`config.mk`:
```
export PLATFORM = sky130hd
export DESIGN_NAME = sdpram_burst_ctrl
export DESIGN_NICKNAME = d
export VERILOG_FILES = /design/src/rtl/sdpram_burst_ctrl.sv
export SDC_FILE = /design/constraint.sdc
export NUM_CORES = 1
export LEC_CHECK = 0
export ABC_AREA = 1
export CORE_AREA = 2 2 154 156
export CTS_BUF_LIST = sky130_fd_sc_hd__clkbuf_16
export CTS_CLUSTER_DIAMETER = 30
export DETAILED_ROUTE_END_ITERATION = 16
export DIE_AREA = 0 0 156 158
export SKIP_CTS_REPAIR_TIMING = 1
export SYNTH_ARGS = -nofsm -noshare
export SYNTH_HDL_FRONTEND = slang
export SYNTH_SLANG_ARGS = --single-unit
```
`constraint.sdc`:
```
create_clock -name clk -period 3.4 [get_ports clk]
set_clock_uncertainty 0.1 [all_clocks]
set_input_delay 0.68 -clock clk [delete_from_list [all_inputs] [get_ports clk]]
set_output_delay 0.68 -clock clk [all_outputs]
set_load 0.01 [all_outputs]
```
`src/rtl/sdpram_burst_ctrl.sv`:
```
// Burst initiator for a simple dual-port RAM: port-A write bursts, port-B read bursts
// with tag-tracked read pipeline and credit-limited return FIFO. Optional: SDPC_BOUNDS_CHK_EN.
module sdpram_burst_ctrl #(
  parameter int unsigned DATA_WIDTH  = 32,
  parameter int unsigned ADDR_WIDTH  = 10,
  parameter int unsigned LEN_WIDTH   = 8,
  parameter int unsigned RD_LATENCY  = 3,
  parameter int unsigned RFIFO_DEPTH = 4
) (
  input  logic                  clk,
  input  logic                  rst,
  input  logic                  cmd_valid,
  output logic                  cmd_ready,
  input  logic                  cmd_wr,
  input  logic [ADDR_WIDTH-1:0] cmd_addr,
  input  logic [LEN_WIDTH-1:0]  cmd_len,
  input  logic                  wr_valid,
  output logic                  wr_ready,
  input  logic [DATA_WIDTH-1:0] wr_data,
  output logic                  rd_valid,
  input  logic                  rd_ready,
  output logic [DATA_WIDTH-1:0] rd_data,
  output logic                  busy,
  output logic                  err,
  output logic                  wena,
  output logic [ADDR_WIDTH-1:0] addra,
  output logic [DATA_WIDTH-1:0] dina,
  output logic                  renb,
  output logic [ADDR_WIDTH-1:0] addrb,
  input  logic [DATA_WIDTH-1:0] doutb,
  input  logic                  dvalb
);

  localparam int unsigned CNT_W  = LEN_WIDTH + 1;
  localparam int unsigned PTR_W  = (RFIFO_DEPTH > 1) ? $clog2(RFIFO_DEPTH) : 1;
  localparam int unsigned FCNT_W = $clog2(RFIFO_DEPTH + 1);

  typedef enum logic [1:0] {IDLE, WRITE, READ, DRAIN} state_t;

  state_t                state, state_n;
  logic [ADDR_WIDTH-1:0] cur_addr, cur_addr_n, addra_n, addrb_n;
  logic [CNT_W-1:0]      remain, remain_n;
  logic [DATA_WIDTH-1:0] dina_n;
  logic                  wena_n, renb_n, rtag, rtag_n;
  logic                  cmd_ready_n, wr_ready_n, busy_n, err_n;
  logic [RD_LATENCY-1:0] tag_sr, tag_sr_n;
  logic                  credit_ok, oob;

  logic [DATA_WIDTH-1:0] fifo_mem [RFIFO_DEPTH];
  logic [PTR_W-1:0]      wptr, rptr, wptr_n, rptr_n;
  logic [FCNT_W-1:0]     fcount, fcount_n;
  logic                  push, pop;

  // dvalb is sticky in the RAM, so alignment relies solely on the tag pipeline
  logic unused_dvalb;
  assign unused_dvalb = dvalb;

`ifdef SDPC_BOUNDS_CHK_EN
  localparam int unsigned SUM_W = ((ADDR_WIDTH > LEN_WIDTH) ? ADDR_WIDTH : LEN_WIDTH) + 2;
  assign oob = (SUM_W'(cmd_addr) + SUM_W'(cmd_len) + SUM_W'(1)) > (SUM_W'(1) << ADDR_WIDTH);
`else
  assign oob = 1'b0;
`endif

  assign push     = tag_sr[RD_LATENCY-1];
  assign rd_valid = (fcount != '0);
  assign pop      = rd_valid & rd_ready;
  assign rd_data  = fifo_mem[rptr];

  // Outstanding = buffered + in pipeline + strobe currently on renb; issue only if one more fits
  assign credit_ok = (32'(fcount) + 32'($countones(tag_sr)) + 32'(renb & rtag) + 32'd1)
                     <= 32'(RFIFO_DEPTH);

  always_comb begin
    state_n    = state;
    cur_addr_n = cur_addr;
    remain_n   = remain;
    wena_n     = 1'b0;
    addra_n    = addra;
    dina_n     = dina;
    renb_n     = 1'b0;
    addrb_n    = addrb;
    rtag_n     = 1'b0;
    err_n      = 1'b0;
    wptr_n     = wptr;
    rptr_n     = rptr;
    fcount_n   = fcount;

    // Tags advance with the RAM pipeline; a captured tail tag is retired even without a shift
    if (renb) begin
      tag_sr_n = RD_LATENCY'({tag_sr, rtag});
    end else begin
      tag_sr_n = tag_sr;
      tag_sr_n[RD_LATENCY-1] = 1'b0;
    end

    if (push) wptr_n = (wptr == PTR_W'(RFIFO_DEPTH - 1)) ? '0 : wptr + PTR_W'(1);
    if (pop)  rptr_n = (rptr == PTR_W'(RFIFO_DEPTH - 1)) ? '0 : rptr + PTR_W'(1);
    case ({push, pop})
      2'b10:   fcount_n = fcount + FCNT_W'(1);
      2'b01:   fcount_n = fcount - FCNT_W'(1);
      default: fcount_n = fcount;
    endcase

    case (state)
      IDLE: begin
        if (cmd_valid) begin
          if (oob) begin
            err_n = 1'b1;
          end else begin
            cur_addr_n = cmd_addr;
            remain_n   = CNT_W'(cmd_len) + CNT_W'(1);
            state_n    = cmd_wr ? WRITE : READ;
          end
        end
      end
      WRITE: begin
        if (wr_valid && wr_ready) begin
          wena_n     = 1'b1;
          addra_n    = cur_addr;
          dina_n     = wr_data;
          cur_addr_n = cur_addr + ADDR_WIDTH'(1);
          remain_n   = remain - CNT_W'(1);
          if (remain == CNT_W'(1)) state_n = IDLE;
        end
      end
      READ: begin
        if (credit_ok) begin
          renb_n     = 1'b1;
          addrb_n    = cur_addr;
          rtag_n     = 1'b1;
          cur_addr_n = cur_addr + ADDR_WIDTH'(1);
          remain_n   = remain - CNT_W'(1);
          if (remain == CNT_W'(1)) state_n = DRAIN;
        end
      end
      DRAIN: begin
        // Dummy strobes push the last real words out of the RAM pipeline
        if (tag_sr_n != '0) renb_n = 1'b1;
        else                state_n = IDLE;
      end
      default: state_n = IDLE;
    endcase

    cmd_ready_n = (state_n == IDLE);
    wr_ready_n  = (state_n == WRITE);
    busy_n      = (state_n != IDLE) | (tag_sr_n != '0) | (fcount_n != '0);
  end

  always_ff @(posedge clk) begin
    if (rst) begin
      state     <= IDLE;
      cur_addr  <= '0;
      remain    <= '0;
      cmd_ready <= 1'b1;
      wr_ready  <= 1'b0;
      wena      <= 1'b0;
      addra     <= '0;
      dina      <= '0;
      renb      <= 1'b0;
      addrb     <= '0;
      rtag      <= 1'b0;
      tag_sr    <= '0;
      wptr      <= '0;
      rptr      <= '0;
      fcount    <= '0;
      busy      <= 1'b0;
      err       <= 1'b0;
    end else begin
      state     <= state_n;
      cur_addr  <= cur_addr_n;
      remain    <= remain_n;
      cmd_ready <= cmd_ready_n;
      wr_ready  <= wr_ready_n;
      wena      <= wena_n;
      addra     <= addra_n;
      dina      <= dina_n;
      renb      <= renb_n;
      addrb     <= addrb_n;
      rtag      <= rtag_n;
      tag_sr    <= tag_sr_n;
      wptr      <= wptr_n;
      rptr      <= rptr_n;
      fcount    <= fcount_n;
      busy      <= busy_n;
      err       <= err_n;
    end
  end

  always_ff @(posedge clk) begin
    if (!rst && push) fifo_mem[wptr] <= doutb;
  end

endmodule

```
==> results of run 1 <==
-- registers in the layout, indices dropped and copies added (netlist names), named ones only --
signal	cells
remain	9
tag_sr	3
wr_ready	1
renb	1
busy	1
addra	10
cur_addr	10
wena	1
rptr	2
cmd_ready	1
rtag	1
dina	32
state	2
wptr	2
addrb	10
fifo_mem	128
fcount	3
-- metrics by stage --
stage	worst slack [ps]	utilization [%]	hold slack, ps	cell area, sq um
floorplan	424.1	-	339.5	9094
global placement	302.9	48.54	332.6	11190
detailed placement	286.5	48.54	338.5	11190
CTS	42.26	55.43	348.1	12780
global route	81.46	55.55	376.3	12810
finish	251.9	55.55	347.2	12810
-- layer usage --
| layer | track usage [%] | vias up | routed length (um) |
|---|---|---|---|
| met1 | 23.04 | 3359 | 9743 |
| li1 | - | 3616 | - |
| met3 | 6.406 | 28 | 2003 |
| met2 | 30.57 | 227 | 10550 |
| met5 | 0 | - | 0 |
| met4 | 5.374 | 0 | 296 |
-- worst paths after layout --
path | from | cells after the start | to | slack [ps]
setup reg to reg | tag_sr[2] | 16 | cur_addr[9] | 440
hold reg to reg | addrb[0] | 2 | addrb[0] | 350
hold / removal | addrb[0] | 2 | addrb[0] | 350
setup / recovery | register | 5 | rd_data[4] | 250
-- worst reg2reg max path, cell delays in order, from the launching register on --
cell and delay (ps):
dfxtp_1 360, inv_1 100, ha_1 290, fa_1 480
inv_1 40, ha_1 180, inv_1 70, fa_1 410
nand2_1 80, nand3_1 110, nand2_2 120, nand2_1 50
nand2_1 80, buf_4 190, nor2_1 60, nand2_1 50
a21oi_1 50
-- power groups by stage --
stage          Sequential, uW  Clock, uW  Combinational [uW]
2_1_floorplan            3260          0                1940
3_3_place_gp             3340          0                3150
3_5_place_dp             3340          0                3180
4_1_cts                  3300       4450                3190
5_1_grt                  3330       4620                3610
6_report                 3290       4360                3210
-- logic make-up (layout without fill, tap and decap cells) --
family          after synthesis  after routing
other cells                   1              1
compound gates              220            220
simple gates                334            334
xor+xnor                      6              6
buf+inv                     128            366
fa+ha+maj                    23             23
flops                       219            219
-- layout make-up --
| class | instances | area (sq um) | share of cell area, % |
|---|---|---|---|
| clock inverter | 41 | 336.6 | 2.628 |
| sequential | 219 | 5668 | 44.26 |
| timing repair buffer | 200 | 1977 | 15.44 |
| clock buffer | 50 | 1251 | 9.770 |
| multi-input combinational | 584 | 2929 | 22.87 |
| tap | 290 | 362.8 | 2.833 |
| inverter | 75 | 281.5 | 2.198 |
-- cell usage in the layout, fill, tap and decap left out, types with 3 or more instances in the layout --
master | Yosys | final
clkdlybuf4s50_1 | 0 | 176
nand2_1 | 141 | 141
edfxtp_1 | 128 | 128
nor2_1 | 110 | 106
o21ai_0 | 102 | 102
dfxtp_1 | 91 | 89
inv_1 | 73 | 79
a21oi_1 | 75 | 75
nand3_1 | 67 | 67
clkbuf_16 | 0 | 50
o22ai_1 | 33 | 33
ha_1 | 20 | 20
buf_4 | 1 | 20
clkinv_1 | 2 | 12
nand4_1 | 10 | 10
clkinv_2 | 0 | 10
clkinvlp_4 | 0 | 7
nor2_2 | 2 | 6
o21bai_1 | 4 | 4
xnor2_1 | 4 | 4
fa_1 | 3 | 3
bufinv_16 | 0 | 3
buf_12 | 0 | 3
==> summary.txt, run 1 <==
Critical path
  – Worst EP arrival: 2370 ps
  – Critical path fanouts, max: 14
  – Top delay family on crit path: buffers and inverters
  – CP endpoint kind: output port
  – Kind of critical path: reg2out
  – CP max stage delay: 590 ps
  – Number of buffers and inverters on the critical path: 3
  – CP Cell Sequence: inv_1 > buf_4 > o21ai_0 > o22ai_1 > clkdlybuf4s50_1
  – Worst EP required: 2620 ps
  – CP Launch Type: register
  – Slowest-stage cell, CP: clkdlybuf4s50_1

Die
  – Die area: 24650 sq um
  – IO Pins: 180
  – Core area: 23050 sq um
  – Die Wd: 156 um
  – Overall die height: 158 um
  – Starting density of the core: 39.45%
  – Row count: 56

Synth
  – Post-Synthesis Cells: 931
  – Post-synthesis simple-gate area fraction: 15.12%
  – Post-synth EDFFs: 128
  – Compound-Gate Fraction of Synth Area: 12.95%
  – Most numerous cell in the Yosys netlist: nand2_1
  – Synth cell types: 33
  – Synth warn: 0
  – Post-synthesis mux area share: 0%
  – Async set-or-reset flop fraction in the synthesized netlist: 0%
  – #FFs+latches synth: 219
  – Top cell type's share of synthesized area: 42.27%
  – Ys flop type: edfxtp_1
  – Register area share after synthesis: 62.30%
  – Post-Syn Area per Cell: 9.768 sq um
  – Synth area leader: edfxtp_1
  – Adder-cell area share of the yosys netlist: 3.412%
  – Post-Syn Area: 9094 sq um
  – Mapped Nets: 1043
  – Synth Area in XOR/XNOR: 0.5779%
  – Top post-synthesis cells by area: edfxtp_1 42%, dfxtp_1 20%, nand2_1 5.8%
  – Largest family of logic cells by synthesized area: simple AND/OR/NAND/NOR gates
  – Synth top cells by count: 141 x nand2_1, 128 x edfxtp_1, 110 x nor2_1, 102 x o21ai_0, 91 x dfxtp_1

Power and ir drop
  – Combinational power share: 29.5%
  – Power Internal: 7332 uW
  – Worst vdd ir: 522.4 uV
  – Register share of total power: 30.3%
  – Total power: 10860 uW
  – Switching Share: 32.48%
  – PwrDens: 847.9 nW/um^2
  – Clock power frac: 40.2%
  – Sw Pwr: 3526 uW
  – Pleak: 0.004778 uW

Place
  – Placed cell count: 1366
  – Placer Congestion: 0.8009
  – I/O Buffers: 177
  – Final HPWL DP: 13920 um

Timing
  – Slew Viols, Final: 0
  – RSZ-0062 raised after global routing: false
  – Max Clock Freq: 317.7 MHz
  – Fin crit period: 3148 ps
  – Slew margin rel.: 54.59%
  – Fin crit share: 92.59%
  – Slew @ Worst Pin: 681.1 ps
  – Setup violators final: 0
  – Endpoints failing hold: 0
  – TNS Setup: 0 ps

Clock network
  – CTS tree: built
  – CTS Buffer Depth: 3
  – H-tree depth: 2
  – Clock Sinks: 219
  – Clock slew at reported path FFs: 40 ps
  – CTS Buf Count: 49
  – Clock tree root buffer cell: clkbuf_16
  – Skew-Pair Late Insertion Delay: 530 ps

Finish
  – Area Growth Syn to Fin: 40.82%
  – Share of cells above drive strength 1: 9.324%
  – Fin nets: 1241
  – Non-Filler Instances: 1459
  – Fill count: 1997
  – Diode count: 0

GRT
  – Initial antenna violation count: 0
  – Pin count of the biggest net entering global routing: 65
  – Total GRT Usage: 18.49%
  – Grt ovf: 0
  – First-pass GRT wire length: 35910 um
  – Vias in the first global route: 7008

Detailed routing
  – Post-Route WL: 22590 um
  – Via density per instance: 4.955
  – Drt drc: 0
  – Vias after detailed routing: 7230
  – DRT antenna net count: 0
  – Drt wl/cell: 15.48 um
  – Initial DRC Count: 382
  – DRT Pass-1 Iters: 4

Hold path
  – Hold crit path type: reg2reg

Job
  – Total of max-cap violations: 0

Status
  – Status: complete, no violations
No activity file was read; power rests on OpenSTA's default activity.
==> inputs of run 2 (changes only) <==
--- a/config.mk
+++ b/config.mk
@@ -11,6 +11,7 @@
 export CTS_CLUSTER_DIAMETER = 30
 export DETAILED_ROUTE_END_ITERATION = 16
 export DIE_AREA = 0 0 156 158
+export GPL_ROUTABILITY_DRIVEN = 0
 export SKIP_CTS_REPAIR_TIMING = 1
 export SYNTH_ARGS = -nofsm -noshare
 export SYNTH_HDL_FRONTEND = slang
==> results of run 2 <==
The final DEF is identical to that of run 1; final timing and power are the same.
==> inputs of run 3 (changes only) <==
--- a/config.mk
+++ b/config.mk
@@ -12,6 +12,7 @@
 export DETAILED_ROUTE_END_ITERATION = 16
 export DIE_AREA = 0 0 156 158
 export GPL_ROUTABILITY_DRIVEN = 0
+export HOLD_SLACK_MARGIN = 0.05
 export SKIP_CTS_REPAIR_TIMING = 1
 export SYNTH_ARGS = -nofsm -noshare
 export SYNTH_HDL_FRONTEND = slang
==> results of run 3 <==
The final DEF is identical to that of run 1; final timing and power are the same.
